## config.mk

```make
export PLATFORM = sky130hd
export DESIGN_NAME = mul_io_sequencer_flat
export DESIGN_NICKNAME = d
export VERILOG_FILES = /design/src/rtl/mul_io_sequencer_if.sv /design/src/rtl/mul_io_sequencer.sv /design/src/flat_wrapper.sv
export SDC_FILE = /design/constraint.sdc
export NUM_CORES = 1
export LEC_CHECK = 0
export CAP_MARGIN = 20
export CORE_MARGIN = 2
export CORE_UTILIZATION = 43
export DETAILED_ROUTE_END_ITERATION = 6
export PLACE_DENSITY = 0.8
export SKIP_CTS_REPAIR_TIMING = 1
export SYNTH_ARGS = -nofsm -noshare
export SYNTH_HDL_FRONTEND = slang
export SYNTH_SLANG_ARGS = --single-unit
```

## constraint.sdc

```tcl
create_clock -name CLK -period 2.1 [get_ports CLK]
set_input_delay 0.21 -clock CLK [delete_from_list [all_inputs] [get_ports CLK]]
set_output_delay 0.21 -clock CLK [all_outputs]
set_load 0.05 [all_outputs]
```

## src/rtl/mul_io_sequencer_if.sv

```systemverilog
// mul_io_sequencer_if: operand/result handshakes plus the xy multiplier register bus.
interface mul_io_sequencer_if;
    logic        in_valid;
    logic        in_ready;
    logic [15:0] in_x;
    logic [15:0] in_y;
    logic        out_valid;
    logic        out_ready;
    logic [31:0] out_product;
    logic [15:0] mul_D;
    logic        mul_W;
    logic        mul_R;
    logic        mul_E;
    logic [1:0]  mul_ADDR;
    logic [31:0] mul_OUT;

    modport master (
        input  in_valid, in_x, in_y, out_ready, mul_OUT,
        output in_ready, out_valid, out_product, mul_D, mul_W, mul_R, mul_E, mul_ADDR
    );

    modport slave (
        output in_valid, in_x, in_y, out_ready, mul_OUT,
        input  in_ready, out_valid, out_product, mul_D, mul_W, mul_R, mul_E, mul_ADDR
    );
endinterface

```

## src/rtl/mul_io_sequencer.sv

```systemverilog
// mul_io_sequencer: drives the xy multiplier peripheral (write X, write Y, read product) for one operand pair.
// Optional MUL_OPERAND_CACHE_EN skips rewriting operands the peripheral already holds.
module mul_io_sequencer #(
    parameter logic [1:0] ADDR_X = 2'd0,
    parameter logic [1:0] ADDR_Y = 2'd1,
    parameter logic [1:0] ADDR_P = 2'd2
) (
    input logic              CLK,
    input logic              RST,
    mul_io_sequencer_if.master io
);
    typedef enum logic [2:0] {IDLE, WR_X, WR_Y, RD_P, CAPT, DONE} state_t;

    state_t      state_q, state_d;
    state_t      first_state, after_x;
    logic [15:0] x_q, x_d, y_q, y_d;
    logic [31:0] prod_q, prod_d;

`ifdef MUL_OPERAND_CACHE_EN
    logic [15:0] last_x_q, last_x_d, last_y_q, last_y_d;
    logic        cache_vld_q, cache_vld_d;

    // Valid only once both operands have been written since reset.
    always_comb begin
        last_x_d    = state_q == WR_X ? x_q : last_x_q;
        last_y_d    = state_q == WR_Y ? y_q : last_y_q;
        cache_vld_d = cache_vld_q | (state_q == WR_Y);
        first_state = !(cache_vld_q && io.in_x == last_x_q) ? WR_X :
                      !(cache_vld_q && io.in_y == last_y_q) ? WR_Y : RD_P;
        after_x     = (cache_vld_q && y_q == last_y_q) ? RD_P : WR_Y;
    end

    always_ff @(posedge CLK or posedge RST) begin
        if (RST) begin
            last_x_q    <= '0;
            last_y_q    <= '0;
            cache_vld_q <= 1'b0;
        end else begin
            last_x_q    <= last_x_d;
            last_y_q    <= last_y_d;
            cache_vld_q <= cache_vld_d;
        end
    end
`else
    always_comb begin
        first_state = WR_X;
        after_x     = WR_Y;
    end
`endif

    always_comb begin
        state_d = state_q;
        x_d     = x_q;
        y_d     = y_q;
        prod_d  = prod_q;
        case (state_q)
            IDLE: if (io.in_valid) begin
                x_d     = io.in_x;
                y_d     = io.in_y;
                state_d = first_state;
            end
            WR_X: state_d = after_x;
            WR_Y: state_d = RD_P;
            RD_P: state_d = CAPT;
            CAPT: begin
                prod_d  = io.mul_OUT;
                state_d = DONE;
            end
            DONE: if (io.out_ready) state_d = IDLE;
            default: state_d = IDLE;
        endcase
    end

    always_ff @(posedge CLK or posedge RST) begin
        if (RST) begin
            state_q <= IDLE;
            x_q     <= '0;
            y_q     <= '0;
            prod_q  <= '0;
        end else begin
            state_q <= state_d;
            x_q     <= x_d;
            y_q     <= y_d;
            prod_q  <= prod_d;
        end
    end

    // Bus outputs are pure state decodes so no input reaches them combinationally.
    assign io.in_ready    = state_q == IDLE;
    assign io.out_valid   = state_q == DONE;
    assign io.out_product = prod_q;
    assign io.mul_W       = state_q == WR_X || state_q == WR_Y;
    assign io.mul_R       = state_q == RD_P;
    assign io.mul_E       = io.mul_W | io.mul_R;
    assign io.mul_ADDR    = state_q == WR_X ? ADDR_X :
                            state_q == WR_Y ? ADDR_Y :
                            state_q == RD_P ? ADDR_P : 2'd0;
    assign io.mul_D       = state_q == WR_X ? x_q :
                            state_q == WR_Y ? y_q : 16'd0;
endmodule

```

## src/flat_wrapper.sv

```systemverilog
// flat-port wrapper written by rule: the top's interface ports become plain ports
module mul_io_sequencer_flat 
#(
    parameter logic [1:0] ADDR_X = 2'd0,
    parameter logic [1:0] ADDR_Y = 2'd1,
    parameter logic [1:0] ADDR_P = 2'd2
)
  (CLK, RST, io_in_valid, io_in_x, io_in_y, io_out_ready, io_mul_OUT, io_in_ready, io_out_valid, io_out_product, io_mul_D, io_mul_W, io_mul_R, io_mul_E, io_mul_ADDR);
  mul_io_sequencer_if io_i ();
  input logic CLK;
  input logic RST;
  input wire logic [$bits(io_i.in_valid)-1:0] io_in_valid;
  input wire logic [$bits(io_i.in_x)-1:0] io_in_x;
  input wire logic [$bits(io_i.in_y)-1:0] io_in_y;
  input wire logic [$bits(io_i.out_ready)-1:0] io_out_ready;
  input wire logic [$bits(io_i.mul_OUT)-1:0] io_mul_OUT;
  output wire logic [$bits(io_i.in_ready)-1:0] io_in_ready;
  output wire logic [$bits(io_i.out_valid)-1:0] io_out_valid;
  output wire logic [$bits(io_i.out_product)-1:0] io_out_product;
  output wire logic [$bits(io_i.mul_D)-1:0] io_mul_D;
  output wire logic [$bits(io_i.mul_W)-1:0] io_mul_W;
  output wire logic [$bits(io_i.mul_R)-1:0] io_mul_R;
  output wire logic [$bits(io_i.mul_E)-1:0] io_mul_E;
  output wire logic [$bits(io_i.mul_ADDR)-1:0] io_mul_ADDR;
  assign io_i.in_valid = io_in_valid;
  assign io_i.in_x = io_in_x;
  assign io_i.in_y = io_in_y;
  assign io_i.out_ready = io_out_ready;
  assign io_i.mul_OUT = io_mul_OUT;
  assign io_in_ready = io_i.in_ready;
  assign io_out_valid = io_i.out_valid;
  assign io_out_product = io_i.out_product;
  assign io_mul_D = io_i.mul_D;
  assign io_mul_W = io_i.mul_W;
  assign io_mul_R = io_i.mul_R;
  assign io_mul_E = io_i.mul_E;
  assign io_mul_ADDR = io_i.mul_ADDR;
  mul_io_sequencer #(.ADDR_X(ADDR_X), .ADDR_Y(ADDR_Y), .ADDR_P(ADDR_P)) u_core (.CLK(CLK), .RST(RST), .io(io_i));
endmodule
```

Yosys cells after proc, flatten, opt, wreduce, memory -nomap -nowiden
Index checks and enable logic that the tools add are counted.

storage, ports and cells
  register bits after elaboration = 67
  output and inout port bits = 55
  logic and storage cells = 24

operators by class
  equal/unequal tests = 7
  muxes and demuxes = 8
  bitwise logic cells = 1
  reduce and logical (&&, ||, !) cells = 4

operators by type and width
  operator            count
  $mux 16             2
  $pmux 3 s6          1
  $eq 3x2->1 const B  2
  $eq 3x3->1 const B  2
  $mux 2              3
  $mux 3              2
  $ne 2x2->1 const B  2
  $reduce_and 2->1    2
  $eq 3x1->1 const B  1
  $logic_not 3->1     1
  $logic_or 1x1->1    1
  $or 1x1->1          1

Depth between registers and ports, before layout
  depth in word-level cells = 4
  gate-level depth with buffers = 5
  depth with buffers taken out = 2

Least setup slack after synthesis
Ideal clock, no wire load.

  path kind = flip-flop to output port
  start = register u_core.state_q[1]
  end = output io_in_ready
  data arrival time = 1.936 ns
  required time = 1.890 ns
  path slack = -0.046 ns
  stages on the path, launching flop included = 5
  path buffers = 3
  path through = dfrtp_1 > buf_2 > buf_2 > clkbuf_1 > nor3_1

on the way
  longest elaborated chain between the ends = 1

ends and longest elaborated chain
  element                 line                    RTL
  start, declared         mul_io_sequencer.sv:14  state_t state_q, state_d;
  start signal, assigned  mul_io_sequencer.sv:81  state_q <= state_d;
  $logic_not 3->1         mul_io_sequencer.sv:89  assign io.in_ready = state_q == IDLE;
  end, declared           flat_wrapper.sv:17      output wire logic [$bits(io_i.in_ready)-1:0] io_in_ready;

Every way passes these cells.

Final worst setup path
  start = register u_core.state_q[0]
  end = output io_mul_D[8]

on the way
  longest elaborated chain between the ends = 3
  elaborated cells on any way between the ends = 4

ends and longest elaborated chain
  element        line                    RTL
  $eq 3x2->1     mul_io_sequencer.sv:99  state_q == WR_Y ? y_q : 16'd0;
  $mux 16        mul_io_sequencer.sv:99
  $mux 16 (*)    mul_io_sequencer.sv:98  assign io.mul_D = state_q == WR_X ? x_q :
  end, declared  flat_wrapper.sv:20      output wire logic [$bits(io_i.mul_D)-1:0] io_mul_D;

Every way passes the cells marked *; elsewhere a longest branch is shown, timed or not.

==> flow_metrics.env <==
export IMPL_setup_ws_ns=0.187
export IMPL_ir_drop_uv=967
export IMPL_numCtsBuffers=9
export IMPL_ctsRootBufferMaster="clkbuf_8"
export IMPL_io_buffers=122
export IMPL_cp_end_kind="output port"
export IMPL_pre_cts_ws_ns=0.369
export IMPL_rows=30
export IMPL_yosys_cell_count_top_type="dfrtp_1"
export IMPL_die_h_um=87.1
export IMPL_post_dp_hpwl_um=5020
export IMPL_grt_remaining_overflow=0
export IMPL_crit_path_start_kind="flip-flop"
export IMPL_antenna_found_initial=0
export IMPL_dieWidth_um=87.1
export IMPL_initial_core_util_pct=44.2
export IMPL_status="finished clean"
export IMPL_clock_latency_ns=0.33
export IMPL_synth_seq_cells=67
export IMPL_ios=123
export IMPL_synth_compound_area_share_pct=3.29
export IMPL_yosysSeqAreaShare_pct=56.5
export IMPL_drv_cap=0
export IMPL_final_util_pct=71.0
export IMPL_synth_top_cells_by_count="dfrtp_1, mux2_2, nand3b_1"
export IMPL_grt_total_usage_pct=19.2
export IMPL_syn_area_mm2=0.00297
export IMPL_setup_viol=0
export IMPL_min_period_ns=1.91
export IMPL_synthXorXnorAreaFrac_pct=0.295
export IMPL_gp_congestion=0.722
export IMPL_grt_max_degree=43
export IMPL_dieArea_mm2=0.00758
export IMPL_synth_main_ff_cell="dfrtp_1"
export IMPL_cts_sinks=67
export IMPL_fin_crit_sh_pct=91.1
export IMPL_slew_headroom_pct=65.3
export IMPL_drtPass1Iterations=5
export IMPL_yosysWarnings=0
export IMPL_drt_total_wl_um=6890
export IMPL_grt_pass1_wl_um=11100
export IMPL_worstPathRequired_ns=1.89
export IMPL_cts_max_path_buffers=2
export IMPL_synthMuxAreaShare_pct=24.3
export IMPL_leakagePower_uw=0.00195
export IMPL_path_class="reg -> out"
export IMPL_drt_iter0_drc=143
export IMPL_min_path_type="in -> async"
export IMPL_p_per_area_mw_per_mm2=1950
export IMPL_htreeDepth=3
export IMPL_drc_errors=0
export IMPL_cts_tree="yes"
export IMPL_drt_wirelength_per_cell_um=16.1
export IMPL_clock_fmax_mhz=523
export IMPL_finalNetCount=411
export IMPL_synth_fp_nets=285
export IMPL_synth_edf_count=0
export IMPL_synth_simple_area_share_pct=11.5
export IMPL_synth_cells=217
export IMPL_detail_route_vias_per_cell=5.09
export IMPL_crit_fanout=20
export IMPL_area_growth_pct=60.9
export IMPL_synth_distinct_cells=22
export IMPL_synth_largest_area_cell="dfrtp_1"
export IMPL_worst_slew_pin_slew_ns=0.519
export IMPL_rsz0062_at_grt="no"
export IMPL_syn_area_per_cell_um2=13.7
export IMPL_synthAdderAreaFrac_pct=0
export IMPL_drive_gt1_share_pct=34.2
export IMPL_design_core_area_mm2=0.00672
export IMPL_yosysTopAreaCellShare_pct=56.5
export IMPL_drv_slew=0
export IMPL_hold_viol_final=0
export IMPL_num_vias=2177
export IMPL_setup_tns_final_ns=0
export IMPL_diodes=0
export IMPL_synthTopCellsByArea="dfrtp_1, mux2_2, nand3b_1"
export IMPL_synth_top_family_by_area="multiplexers"
export IMPL_cts_clk_slew_worst_paths_ns=0.07
export IMPL_async_reset_ff_share_pct=100
export IMPL_route_antenna_remaining_nets=0
export IMPL_grt_pass1_vias=2216
export IMPL_crit_arrival_ns=1.70
export IMPL_finClkSkew_ns=0.00910
-- path summary, 6_finish.rpt --
kind	slack, ns	endpoint	startpoint	cells after the start
setup / recovery	0.19	io_mul_D[8]	u_core.state_q[0]	4
hold / removal	0.25	u_core.io.out_product[15]	RST	3
setup reg to reg	0.47	u_core.x_q[8]	u_core.state_q[0]	3
hold reg to reg	0.50	u_core.y_q[5]	u_core.y_q[5]	1
max in group asynchronous	1.59	u_core.state_q[1]	RST	3
min in group CLK	0.49	u_core.io.out_product[13]	io_mul_OUT[13]	2
-- layout make-up --
| cell class | count | area (um2) |
|---|---|---|
| clock inverters | 5 | 100 |
| well taps | 80 | 100 |
| clock buffers | 11 | 141 |
| repair buffers | 134 | 1570 |
| fillers | 477 | 1950 |
| multi-input cells | 129 | 1180 |
| flip-flops and latches | 67 | 1680 |
| inverters | 2 | 7.51 |
-- where the power goes --
part / switching, uW / total, uW / leakage, uW / internal, uW
registers: 411 / 2370 / 0.000795 / 1960
logic: 3120 / 5630 / 0.00103 / 2510
clock network: 477 / 1300 / 0.000123 / 818
-- metrics by stage --
step                      power [uW]  cell area, um2  std cells  hold slack [ns]
after floorplan                 5810            2970        217            0.345
after global placement          7910            4530        412            0.468
after detailed placement        8050            4530        412            0.495
after CTS                       9380            4770        428            0.250
after global routing            9720            4770        428            0.259
final                           9300            4770        428            0.252
-- layout by cell type (no fill, tap or decap), drive strengths merged, types with 3 or more instances in the layout --
cell type / count
a21oi: 16
buf: 35
bufinv: 3
clkbuf: 11
clkdlybuf4s50: 99
dfrtp: 67
mux2: 64
nand3b: 32
nor2: 4
nor3: 3
-- routing by layer --
metal	part of all wire, %	vias to the layer above	global-route usage (%)
li1	-	1023	-
met1	41	1077	24.6
met2	51	71	30.6
met3	7.2	6	5.88
met4	0.80	0	7.24
met5	0	-	0
-- logic make-up after synthesis --
logic type      Yosys count
xor+xnor                  1
flops                    67
simple gates             46
compound gates           18
buf+inv                  21
mux                      64
-- flip-flops by register name, summed over array words and instances (netlist names) --
| register | count |
|---|---|
| u_core.x_q | 16 |
| u_core.y_q | 16 |
| u_core.io.out_product | 32 |
| u_core.state_q | 3 |
-- worst max-delay path, stage by stage (launching register included) --
cell      delay (ns)
dfrtp_2         0.50
buf_4           0.23
nand3b_1        0.18
a21oi_1         0.27
buf_12          0.18
Power figures use the tool's default switching activity.
